--- src/rtl/scl_pkg.sv ---
`default_nettype none
// =====================================================================
// Package  : scl_pkg
// Brief    : Shared state encoding, config constants and keep rule
// Revision : 1.0
// =====================================================================
package scl_pkg;

    typedef enum logic [1:0] {
        ST_IDLE   = 2'd0,
        ST_ACTIVE = 2'd1,
        ST_HBLANK = 2'd2,
        ST_DONE   = 2'd3
    } scl_state_e;

    localparam logic SCL_BYPASS  = 1'b0;
    localparam logic SCL_HALF    = 1'b0;
    localparam logic SCL_QUARTER = 1'b1;

    // Only the last pixel of each complete 2- or 4-pixel group is emitted,
    // so an incomplete trailing group is never kept.
    function automatic logic scl_keep(input logic mode, input logic rsz,
                                      input logic [1:0] x_lo);
        if (mode == SCL_BYPASS)
            return 1'b1;
        else if (rsz == SCL_HALF)
            return x_lo[0];
        else
            return &x_lo;
    endfunction

endpackage
`default_nettype wire

--- src/rtl/scl_line_cnt.sv ---
`default_nettype none
// =====================================================================
// Module   : scl_line_cnt
// Brief    : Pixel index counter with saturation and line length check
// Revision : 1.0
// =====================================================================
module scl_line_cnt #(
    parameter int X_W   = 12,
    parameter int MAX_W = 2048
) (
    input  logic           clk_i,
    input  logic           rst_n_i,
    input  logic           clr_i,
    input  logic           inc_i,
    input  logic           eol_i,
    input  logic           first_i,
    output logic [X_W-1:0] x_o,
    output logic           sat_o,
    output logic           mismatch_o
);

    localparam logic [X_W-1:0] X_MAX = X_W'(MAX_W - 1);

    logic [X_W-1:0] x_q, x_d;
    logic [X_W:0]   w0_q, w0_d;
    logic [X_W:0]   w_len;

    assign w_len      = {1'b0, x_q} + {{X_W{1'b0}}, 1'b1};
    assign sat_o      = inc_i && (x_q == X_MAX);
    assign mismatch_o = eol_i && !first_i && (w_len != w0_q);
    assign x_o        = x_q;

    always_comb begin
        x_d  = x_q;
        w0_d = w0_q;
        if (clr_i)
            x_d = '0;
        else if (inc_i && !sat_o)
            x_d = x_q + X_W'(1);
        // Line 0 of every frame sets the reference width for that frame
        if (eol_i && first_i)
            w0_d = w_len;
    end

    always_ff @(posedge clk_i or negedge rst_n_i) begin
        if (!rst_n_i) begin
            x_q  <= '0;
            w0_q <= '0;
        end else begin
            x_q  <= x_d;
            w0_q <= w0_d;
        end
    end

endmodule
`default_nettype wire

--- src/rtl/scl_seq_ctrl.sv ---
`default_nettype none
// =====================================================================
// Module   : scl_seq_ctrl
// Brief    : Frame/line sequencer and config shadow for the scaler path
// Revision : 1.0
// =====================================================================
module scl_seq_ctrl
    import scl_pkg::*;
#(
    parameter int X_W   = 12,
    parameter int IMG_H = 1024,
    parameter int MAX_W = 2048
) (
    input  logic           clk_scl,
    input  logic           rst_n_scl,
    input  logic           scl_i_vsync,
    input  logic           scl_i_hsync,
    input  logic           scl_i_data_en,
    input  logic           scl_cfg_mode,
    input  logic           scl_cfg_rsz,
    input  logic [1:0]     scl_cfg_flt,
    output logic           ctl_mode,
    output logic           ctl_rsz,
    output logic [1:0]     ctl_flt,
    output logic           ctl_sof,
    output logic           ctl_sol,
    output logic           ctl_eol,
    output logic           ctl_keep,
    output logic [X_W-1:0] ctl_px_x,
    output logic [X_W-1:0] ctl_ln_y,
    output logic           ctl_busy,
    output logic           ctl_err_len
);

    localparam logic [X_W-1:0] Y_LAST = X_W'(IMG_H - 1);

    scl_state_e     state_q;
    logic           den_q;
    logic           mode_q, rsz_q;
    logic [1:0]     flt_q;
    logic           sof_q, sol_q, eol_q, keep_q, busy_q, err_q;
    logic [X_W-1:0] y_q;

    logic           w_rise, w_start, w_adv, w_eol, w_clr;
    logic           w_sat, w_mismatch;
    logic [X_W-1:0] w_x;
    logic [1:0]     w_x_lo_nxt;
    logic           w_unused_hsync;

    assign w_unused_hsync = scl_i_hsync;

    assign w_rise     = scl_i_data_en && !den_q;
    assign w_start    = scl_i_vsync && (((state_q == ST_IDLE) && w_rise) ||
                                        ((state_q == ST_HBLANK) && scl_i_data_en));
    assign w_adv      = scl_i_vsync && (state_q == ST_ACTIVE) && scl_i_data_en;
    assign w_eol      = scl_i_vsync && (state_q == ST_ACTIVE) && !scl_i_data_en;
    assign w_clr      = !scl_i_vsync || w_start;
    assign w_x_lo_nxt = w_x[1:0] + 2'd1;

    scl_line_cnt #(
        .X_W   (X_W),
        .MAX_W (MAX_W)
    ) u_line_cnt (
        .clk_i      (clk_scl),
        .rst_n_i    (rst_n_scl),
        .clr_i      (w_clr),
        .inc_i      (w_adv),
        .eol_i      (w_eol),
        .first_i    (y_q == '0),
        .x_o        (w_x),
        .sat_o      (w_sat),
        .mismatch_o (w_mismatch)
    );

    always_ff @(posedge clk_scl or negedge rst_n_scl) begin
        if (!rst_n_scl) begin
            state_q <= ST_IDLE;
            den_q   <= 1'b0;
            mode_q  <= 1'b0;
            rsz_q   <= 1'b0;
            flt_q   <= 2'b00;
            sof_q   <= 1'b0;
            sol_q   <= 1'b0;
            eol_q   <= 1'b0;
            keep_q  <= 1'b0;
            busy_q  <= 1'b0;
            err_q   <= 1'b0;
            y_q     <= '0;
        end else begin
            den_q  <= scl_i_data_en;
            sof_q  <= 1'b0;
            sol_q  <= 1'b0;
            eol_q  <= 1'b0;
            keep_q <= 1'b0;
            if (!scl_i_vsync) begin
                // Resync keeps the shadow config and the sticky error
                state_q <= ST_IDLE;
                y_q     <= '0;
                busy_q  <= 1'b0;
            end else begin
                case (state_q)
                    ST_IDLE: begin
                        if (w_rise) begin
                            state_q <= ST_ACTIVE;
                            mode_q  <= scl_cfg_mode;
                            rsz_q   <= scl_cfg_rsz;
                            flt_q   <= scl_cfg_flt;
                            sof_q   <= 1'b1;
                            sol_q   <= 1'b1;
                            keep_q  <= scl_keep(scl_cfg_mode, scl_cfg_rsz, 2'b00);
                            err_q   <= 1'b0;
                            busy_q  <= 1'b1;
                            y_q     <= '0;
                        end
                    end
                    ST_ACTIVE: begin
                        if (scl_i_data_en) begin
                            keep_q <= !w_sat && scl_keep(mode_q, rsz_q, w_x_lo_nxt);
                            if (w_sat)
                                err_q <= 1'b1;
                        end else begin
                            eol_q <= 1'b1;
                            if (w_mismatch)
                                err_q <= 1'b1;
                            if (y_q == Y_LAST) begin
                                state_q <= ST_DONE;
                                busy_q  <= 1'b0;
                            end else begin
                                state_q <= ST_HBLANK;
                                y_q     <= y_q + X_W'(1);
                            end
                        end
                    end
                    ST_HBLANK: begin
                        if (scl_i_data_en) begin
                            state_q <= ST_ACTIVE;
                            sol_q   <= 1'b1;
                            keep_q  <= scl_keep(mode_q, rsz_q, 2'b00);
                        end
                    end
                    ST_DONE: state_q <= ST_IDLE;
                    default: state_q <= ST_IDLE;
                endcase
            end
        end
    end

    assign ctl_mode    = mode_q;
    assign ctl_rsz     = rsz_q;
    assign ctl_flt     = flt_q;
    assign ctl_sof     = sof_q;
    assign ctl_sol     = sol_q;
    assign ctl_eol     = eol_q;
    assign ctl_keep    = keep_q;
    assign ctl_px_x    = w_x;
    assign ctl_ln_y    = y_q;
    assign ctl_busy    = busy_q;
    assign ctl_err_len = err_q;

endmodule
`default_nettype wire

--- config.mk ---
export PLATFORM = sky130hd
export DESIGN_NAME = scl_seq_ctrl
export DESIGN_NICKNAME = d
export VERILOG_FILES = /design/src/rtl/scl_pkg.sv /design/src/rtl/scl_line_cnt.sv /design/src/rtl/scl_seq_ctrl.sv
export SDC_FILE = /design/constraint.sdc
export NUM_CORES = 1
export LEC_CHECK = 0
export ABC_AREA = 1
export ABC_CLOCK_PERIOD_IN_PS = 1700
export CAP_MARGIN = 20
export CORE_MARGIN = 4
export CORE_UTILIZATION = 49
export DETAILED_ROUTE_END_ITERATION = 10
export GPL_TIMING_DRIVEN = 0
export PLACE_DENSITY = 0.82
export SLEW_MARGIN = 20
export SYNTH_ARGS = -nofsm -noshare
export SYNTH_HDL_FRONTEND = slang
export SYNTH_SLANG_ARGS = --single-unit
--- constraint.sdc ---
create_clock -name clk_scl -period 1.7 [get_ports clk_scl]
set_input_delay 0.17 -clock clk_scl [delete_from_list [all_inputs] [get_ports clk_scl]]
set_output_delay 0.17 -clock clk_scl [all_outputs]
set_load 0.05 [all_outputs]
==> metrics.txt <==
Worst IR Drop VDD 0.985 mV; initial antenna violation count 0; ANT cells 0; Setup WS post-layout -0.321 ns; Layout fillers 425; synth warn 0; Seq/Total Area, Yosys approximately 43%; hold_ws 0.408 ns; reg2reg path depth 13; Tcrit/Tclk final 119%; Leak between 1.5 and 2 nW; startpoint type of the worst setup path flop; CTS tree built; Primary FF master, synth dfrtp_1; register area 0.00128 sq mm; Worst Path Arrival 2.22 ns; area of the multi-input gates 0.00163 sq mm; most numerous cell in the Yosys netlist nand2_1; DR iter-0 viols between 150 and 200; I/O Buffers between 40 and 50; Pwr Density about 1200 mW/mm^2; Place WS -0.458 ns; crit end category flop; fin crit period 2.02 ns; DR pass1 iterations 5; Post-Syn Instances around 380; Slew Limit Fails 0; CTS max path bufs 2; largest net degree at the start of global routing 51; Congestion Overflow GR 0; reg2reg start state_q[0]; Via-to-Cell Ratio 5.42; Clock transition at path regs 0.09 ns; synthesis-stage register bit count 50; TNS Setup -3.64 ns; placed inst area roughly 0.0035 sq mm; Synth Net Count ~390; final instance area 0.00402 sq mm; final hold vios 0; Commonest cells post-synth nand2_1, dfrtp_1, inv_1, nor2_1, nand3_1; Die X 84.6 microns; DRC 0; Via Count roughly 2800; worst reg2reg endpoint ctl_ln_y[10]; WL per Instance 15.0 microns; Synth Cell Area 0.00288 sq mm; WL final around 8000 microns; CP required 1.90 ns; synth-to-layout area growth 39.8%; CP top delay family simple AND/OR/NAND/NOR gates; RSZ-0062 raised after global routing yes; Worst path depth 13; share of cells above drive strength 1 28.2%; area share of the largest cell type after synthesis 43.5%; Final Util slightly above 70%; syn avg cell area roughly 7.7 sq um; first-pass GRT wire length 12300 microns; max frequency 495 MHz; status finished with violations; WP buf/inv 1; CTS Sinks 50; Crit-path slowest cell dfrtp_2; reg2reg setup slack -0.32 ns; Distinct cells, synth 35; number of synthesized flops with an enable pin 0; CORE AREA 0.00561 sq mm; Area contributors post-synth dfrtp_1, nand2_1, inv_1, nand3_1, o21ai_0; Die Y 84.6 microns; Synth area leader dfrtp_1; Clock Tree Root clkbuf_8; row count 27; vias in the first global route 2661; max_cap viols 0; Setup-failing EPs final 24; Num CTS Buffers 5; slew of the pin with the lowest slew margin between 0.6 and 0.7 ns; die area 0.00716 sq mm; hold crit path type in2async; slowest cell delay on critical path 0.45 ns; fraction of registers with async set/reset 100%; Clock Skew 0.00952 ns; gr usage total 20.9%; post-route ant nets 0; Slew headroom 58.2%; I/O Pins 43; Clk Latency, worst-skew pair 0.31 ns; placed wire-length estimate between 4000 and 5000 microns; RePlAce Congestion around 0.84; crit-path max FO 4; Cell Chain, Critical Path ha_4, nand2_4, nor2_4, inv_2, o21ai_4, a21oi_4, nand2_4, nor3_4, nand2_2, nor2_4, nand3_1, nand2_1, nor2_1; nets 468; initial core utilization 51.3%; CTS HTree Levels 2; failing checks setup timing; critical path class reg2reg
-- how the worst max path moves through the flow --
stage / slack [ns] / start / endpoint
6_report: -0.32 / state_q[0] / ctl_ln_y[10]
3_5_place_dp: -0.46 / scl_i_data_en / ctl_ln_y[10]
4_1_cts: -0.21 / u_line_cnt.x_o[1] / ctl_err_len
2_1_floorplan: -0.1 / state_q[1] / ctl_ln_y[10]
3_3_place_gp: -1.35 / rst_n_scl / u_line_cnt.x_o[1]
5_1_grt: -0.39 / state_q[1] / ctl_ln_y[10]
-- what timing repair did --
| action | in CTS | in global routing |
|---|---|---|
| setup endpoints to repair | 57 | 44 |
| gates cloned | 1 | 1 |
| resized for setup | 57 | 44 |
| buffers inserted | 14 | 10 |
| pin swaps | 17 | 11 |
| endpoints found under the hold margin | 50 | 0 |
| hold buffers | 1 | 0 |
-- cells in the final DEF (no fill, tap or decap), drive strengths merged --
master and instances:
a21oi 11, clkdlybuf4s50 13, a211oi 2, clkinv 1, o22ai 10, nand3 32
xnor2 1, dlymetal6s2s 5, nand2 103, inv 52, mux2 3, o21ai 31
a22oi 1, clkbuf 6, nor3 10, nand3b 1, dfrtp 50, xor2 2
dlygate4sd2 22, bufinv 3, dlygate4sd3 1, a41oi 1, a31oi 2, nor2 46
ha 9, nand4 3, buf 30
-- routing by layer --
metal	part of all wire [%]	track usage [%]	vias to the layer above
met2	51	36.8	85
met1	42	26.5	1374
li1	-	-	1361
met4	2.2	5.32	0
met5	0	0	-
met3	4.6	3.43	16
-- metrics by stage --
step | std cells | total power, W
after floorplan | 375 | 0.00282
after global placement | 488 | 0.00329
after detailed placement | 488 | 0.00334
after CTS | 512 | 0.00456
after global routing | 523 | 0.00516
final | 523 | 0.00490
-- report_power, final --
part	switching, W	internal [W]	total [W]
Combinational	0.00144	0.000907	0.00235
Clock	0.000411	0.000628	0.00104
Sequential	0.000145	0.00137	0.00152
Total	0.00199	0.00291	0.00490
-- sequential cells by signal (all words and copies together) (netlist names), 2 cells and up --
name / flops
state_q: 2
ctl_ln_y: 12
ctl_flt: 2
u_line_cnt.w0_q: 13
u_line_cnt.x_o: 12
-- layout make-up --
type                            instances  area share [%]
Buffer                                  4           0.964
Clock buffer                            6            2.05
Clock inverter                          2            1.49
Inverter                               53            5.60
Multi-Input combinational cell        268            40.4
Sequential cell                        50            31.8
Tap cell                               72            2.24
Timing Repair Buffer                   67            15.3
Timing Repair inverter                  1           0.156
-- logic make-up (layout without fill, tap and decap cells) --
logic type,count (synthesis),after routing,share of synthesized area [%]
xor gates and xnor gates,3,3,0.913
and+or+nand+nor,195,195,31.5
buffers and inverters,57,133,7.52
muxes,3,3,1.17
adders and majority gates,9,9,3.91
AOI/OAI and AO/OA,58,58,11.5
DFF,50,50,43.5
Power figures use the tool's default switching activity.
